$ cat config.mk
export PLATFORM = sky130hd
export DESIGN_NAME = apb_slave_regfile
export DESIGN_NICKNAME = d
export VERILOG_FILES = /design/src/rtl/apb_slave_regfile.sv
export SDC_FILE = /design/constraint.sdc
export NUM_CORES = 1
export LEC_CHECK = 0
export CAP_MARGIN = 25
export CORE_MARGIN = 1
export CORE_UTILIZATION = 45
export CTS_CLUSTER_DIAMETER = 100
export DETAILED_ROUTE_END_ITERATION = 10
export PLACE_DENSITY_LB_ADDON = 0.15
export SKIP_CTS_REPAIR_TIMING = 1
export SLEW_MARGIN = 25
export SYNTH_ARGS = -nofsm -noshare
export SYNTH_HDL_FRONTEND = slang
export SYNTH_SLANG_ARGS = --single-unit
$ cat constraint.sdc
create_clock -name PCLK -period 16.8 [get_ports PCLK]
set_input_delay 3.36 -clock PCLK [delete_from_list [all_inputs] [get_ports PCLK]]
set_output_delay 3.36 -clock PCLK [all_outputs]
set_load 0.02 [all_outputs]
$ cat src/rtl/apb_slave_regfile.sv
// APB completer in front of a bank of read/write registers.
// Supports programmable wait states, byte-lane writes and an error response on bad addresses.
// Each committed write produces a one-cycle notification carrying the register index.
module apb_slave_regfile #(
   parameter int ADDR_WIDTH  = 8,
   parameter int DATA_WIDTH  = 32,
   parameter int NUM_REGS    = 16,
   parameter int WAIT_CYCLES = 1,
   localparam int IW = (NUM_REGS > 1) ? $clog2(NUM_REGS) : 1
) (
   input  logic                    PCLK,
   input  logic                    PRESET,
   input  logic [ADDR_WIDTH-1:0]   PADDR,
   input  logic                    PSEL,
   input  logic                    PENABLE,
   input  logic                    PWRITE,
   input  logic [DATA_WIDTH-1:0]   PWDATA,
   input  logic [DATA_WIDTH/8-1:0] PSTRB,
   output logic [DATA_WIDTH-1:0]   PRDATA,
   output logic                    PREADY,
   output logic                    PSLVERR,
   output logic                    wr_strobe,
   output logic [IW-1:0]           wr_index
);

   localparam int NB = DATA_WIDTH / 8;
   localparam int B  = $clog2(NB);
   localparam int XW = ADDR_WIDTH - B;
   localparam logic [XW:0] NUM_REGS_V = (XW + 1)'(NUM_REGS);

   typedef enum logic {IDLE, ACCESS} state_t;

   state_t                state, next_state;
   logic [3:0]            cnt, next_cnt;
   logic [XW-1:0]         idx;
   logic [IW-1:0]         ridx;
   logic                  bad;
   logic                  commit;
   logic [DATA_WIDTH-1:0] regs [NUM_REGS];

   // Full word index is used for the range check; the truncated one only
   // addresses the array, and is masked by bad whenever it would be out of range.
   assign idx    = PADDR[ADDR_WIDTH-1:B];
   assign ridx   = idx[IW-1:0];
   assign bad    = (PADDR[B-1:0] != '0) || ({1'b0, idx} >= NUM_REGS_V);
   assign commit = PREADY && PWRITE && !bad;

   assign PSLVERR = PREADY && bad;
   assign PRDATA  = (PREADY && !PWRITE && !bad) ? regs[ridx] : '0;

   // Transfer state and wait-state counter.
   always_ff @(posedge PCLK or posedge PRESET) begin
      if (PRESET) begin
         state <= IDLE;
         cnt   <= '0;
      end else begin
         state <= next_state;
         cnt   <= next_cnt;
      end
   end

   // Next-state decode and PREADY; a master that stays in setup while in ACCESS freezes the counter.
   always_comb begin
      next_state = state;
      next_cnt   = cnt;
      PREADY     = 1'b0;
      case (state)
         IDLE: begin
            if (PSEL && !PENABLE) begin
               next_state = ACCESS;
               next_cnt   = WAIT_CYCLES[3:0];
            end
         end
         ACCESS: begin
            if (!PSEL) begin
               next_state = IDLE;
            end else if (PENABLE) begin
               if (cnt == 4'd0) begin
                  PREADY     = 1'b1;
                  next_state = IDLE;
               end else begin
                  next_cnt = cnt - 4'd1;
               end
            end
         end
         default: next_state = IDLE;
      endcase
   end

   // Register bank with byte-lane writes and the write notification.
   always_ff @(posedge PCLK or posedge PRESET) begin
      if (PRESET) begin
         for (int i = 0; i < NUM_REGS; i++) regs[i] <= '0;
         wr_strobe <= 1'b0;
         wr_index  <= '0;
      end else begin
         wr_strobe <= commit;
         if (commit) begin
            wr_index <= ridx;
            for (int k = 0; k < NB; k++) begin
               if (PSTRB[k]) regs[ridx][8*k +: 8] <= PWDATA[8*k +: 8];
            end
         end
      end
   end

endmodule

==> Flow_metrics.wiki <==
{| class="wikitable"
! Metric !! Value
|-
| Filler cells || 4370
|-
| Number of H-tree branching levels || 2
|-
| CP startpoint kind || input port
|-
| Layout net count || 1692
|-
| Arrival time of the worst setup path || 6800 ps
|-
| Normalized max-slew margin || 33.7%
|-
| Instance count of the mapped netlist || 1576
|-
| DRT iter0 DRCs || 850
|-
| Largest cells by area after synthesis || sky130_fd_sc_hd__dfrtp_1, sky130_fd_sc_hd__mux2_2, sky130_fd_sc_hd__mux4_2, sky130_fd_sc_hd__mux2i_1, sky130_fd_sc_hd__nor2_8
|-
| Clock slew at reported path FFs || 60 ps
|-
| Most instantiated flip-flop cell in the synthesis netlist || sky130_fd_sc_hd__dfrtp_1
|-
| Area added between synthesis and finish || 14.4%
|-
| Critical-path maximum fanout || 32
|-
| Pin count of the biggest net entering global routing || 105
|-
| Global routing met2 resource utilization || 34.4%
|-
| Antenna Diode Count || 0
|-
| TritonCTS clock tree || built
|-
| Required @ worst endpoint || 13440 ps
|-
| Chip Height || 234 µm
|-
| Pre-Repair DR Iteration Count || 7
|-
| Synth Area in Compound Gates || 2.82%
|-
| Critical path cell sequence || clkdlybuf4s50_1, or4_1, or4_2, nor3_1, clkdlybuf4s50_1
|-
| Total of endpoints with negative setup slack in the final report || 0
|-
| Proportion of register bits with asynchronous set or reset after synthesis || 100%
|-
| Vias || 13818
|-
| Number of buffers created by CTS || 56
|-
| Met1 usage || 31.4%
|-
| Syn nets || 1626
|-
| Remaining antenna violation count after routing || 0
|-
| Clk root buf || sky130_fd_sc_hd__clkbuf_16
|-
| Unrepaired setup endpoints after global routing || no
|-
| Mux share of post-synthesis cell area || 35.8%
|-
| Pre-CTS setup slack || 6640 ps
|-
| Worst hold margin || 482 ps
|-
| Combinational family with the most area after synthesis || multiplexers
|-
| Final min period || 10160 ps
|-
| Total number of placement rows || 84
|-
| Most Crowded Layer GR || met2
|-
| Core region area || 0.0528 mm²
|-
| Max-capacitance violation count || 0
|-
| Aggregate global-route resource usage || 21.8%
|-
| Number of distinct library cells after synthesis || 44
|-
| Final Wtd Congestion || 0.742
|-
| CP most frequent cell || sky130_fd_sc_hd__clkdlybuf4s50_1
|-
| CP Class || in -> out
|-
| Total detailed-routing wirelength || 56600 µm
|-
| Number of antenna violations at the first check in global routing || 3
|-
| Result of the run || finished, final reports clean
|-
| GRT Residual Overflow || 0
|-
| First-pass GRT wire length || 90400 µm
|-
| Fraction of the mapped netlist area in adder cells || 0.0518%
|-
| Largest buffer count on any clock path || 3
|-
| Sequential cell area fraction in the yosys report || 54.1%
|-
| Hold Crit Class || reg -> reg
|-
| Combined area of all synthesized cells || 0.0242 mm²
|-
| WL per Instance || 23.8 µm
|-
| Syn Area/Cell || 15.3 µm²
|-
| Xor-xnor portion of the synthesized cell area || 0%
|-
| Insertion delay of the later-clocked pin in the worst-skew pair || 600 ps
|-
| P_leak || 0.0138 µW
|-
| Most area-hungry cell type in the Yosys netlist || sky130_fd_sc_hd__dfrtp_1
|-
| Yosys top cell area share || 54.1%
|-
| Total chip power || 2710 µW
|-
| Cell Pwr Density || 98.0 mW/mm²
|-
| Number of enable-type register cells in the synthesized netlist || 0
|-
| Final worst-path cycle share || 60.5%
|-
| Final design utilization || 52.4%
|-
| Register area || 0.0131 mm²
|-
| Initial core utilization || 45.8%
|-
| Total DRC errors in the routed layout || 0
|-
| Synth Area in Simple Gates || 5.41%
|-
| Setup ws final || 6640 ps
|-
| Type of element capturing the critical path || output pin
|-
| Via count of the first global-routing pass || 14734
|-
| Total number of yosys warnings || 0
|-
| Cell with the largest stage delay on the worst path || sky130_fd_sc_hd__or4_2
|-
| I/O pins || 88
|-
| Actual transition at the worst max-transition pin || 995 ps
|-
| Delay of the slowest critical-path stage || 1090 ps
|-
| Vias per inst || 5.82
|-
| Proportion of layout cells with a drive suffix above 1 || 43.7%
|-
| Count of pins over their slew limit || 0
|-
| Number of input and output port buffers inserted || 87
|-
| Highest attainable clock frequency || 98.4 MHz
|-
| Synth top cells by count || sky130_fd_sc_hd__dfrtp_1, sky130_fd_sc_hd__mux2_2, sky130_fd_sc_hd__mux4_2
|-
| Post-synthesis sequential element count || 522
|-
| Combined area of the multi-input logic cells || 0.0107 mm²
|-
| Maximum vdd ir drop || 0.0780 mV
|-
| Aggregate negative setup slack || 0 ps
|-
| Number of clock sinks seen by CTS || 522
|-
| Met3 Usage GRT || 3.77%
|-
| Number of hold-slack violations in the final timing report || 0
|-
| Floorplan die area || 0.0546 mm²
|-
| Most frequent cell after synthesis || sky130_fd_sc_hd__dfrtp_1
|-
| Dpl hpwl || 35100 µm
|-
| Die Wd || 234 µm
|-
| Fin Clk Skew || 10.8 ps
|}
## registers in the layout, indices dropped and copies added (netlist names)
name and flops:
regs 512, cnt 4, wr_index 4, state 1
wr_strobe 1
## per-layer routing
metal	wire length (µm)	share of wire, %
met5	32	0.057
met4	868	1.5
met3	2450	4.3
met2	27000	48
met1	26200	46
## placed cells by master, fill, tap and decap left out, types with 8 or more instances in the layout
master	instances
sky130_fd_sc_hd__nor2_1	13
sky130_fd_sc_hd__mux2i_1	66
sky130_fd_sc_hd__mux4_2	95
sky130_fd_sc_hd__o22ai_1	32
sky130_fd_sc_hd__clkdlybuf4s50_1	85
sky130_fd_sc_hd__mux2_1	36
sky130_fd_sc_hd__buf_4	16
sky130_fd_sc_hd__a22oi_1	32
sky130_fd_sc_hd__clkbuf_1	11
sky130_fd_sc_hd__clkbuf_16	57
sky130_fd_sc_hd__nand3_1	9
sky130_fd_sc_hd__clkinv_2	9
sky130_fd_sc_hd__mux2_4	8
sky130_fd_sc_hd__clkbuf_8	14
sky130_fd_sc_hd__mux2_2	473
sky130_fd_sc_hd__dfrtp_1	522
sky130_fd_sc_hd__nor2_8	30
sky130_fd_sc_hd__nand2_1	27
sky130_fd_sc_hd__nor3_1	32
sky130_fd_sc_hd__o21ai_0	32
## per-stage QoR
stage / instance area, µm² / std cells
3_3_place_gp: 25600 / 2271
4_1_cts: 27600 / 2374
5_1_grt: 27600 / 2374
2_1_floorplan: 24200 / 1576
6_report: 27600 / 2374
3_5_place_dp: 25700 / 2272
## worst max-delay path, delay by kind of cell
kind	cells	cell delay, ps
AND/OR/NAND/NOR	3	2320
buffers and inverters	2	1110
## layout make-up
type                    instances  area share (%)
clock inverters                20            1.04
inverters                       5          0.0815
well taps                     688            3.11
multi-input cells             949            38.6
flip-flops and latches        522            47.3
clock buffers                  82            6.01
repair buffers                108            3.90
## power breakdown
part,switching [µW],internal (µW),total [µW]
Clock,503,789,1290
Sequential,6.68,1260,1270
Combinational,100,47.3,147
Total,610,2100,2710
## cell families (layout without fill, tap and decap cells)
kind of cell / count (synthesis) / in the layout
AND/OR/NAND/NOR: 163 / 163
buffers and inverters: 105 / 215
adder cells (fa/ha/maj): 1 / 1
AO/OA/AOI/OAI: 107 / 107
multiplexers: 678 / 678
flip-flops: 522 / 522
## worst paths after layout
path | start | to | slack, ps | cells after the start
setup / recovery | PADDR[1] | PRDATA[2] | 6640 | 5
hold / removal | regs[327] | regs[327] | 480 | 1
setup reg to reg | cnt[0] | regs[73] | 13470 | 7
hold reg to reg | regs[327] | regs[327] | 480 | 1
max in group asynchronous | PRESET | regs[389] | 10580 | 7
min in group asynchronous | PRESET | regs[21] | 3270 | 3
Power figures use the tool's default switching activity.
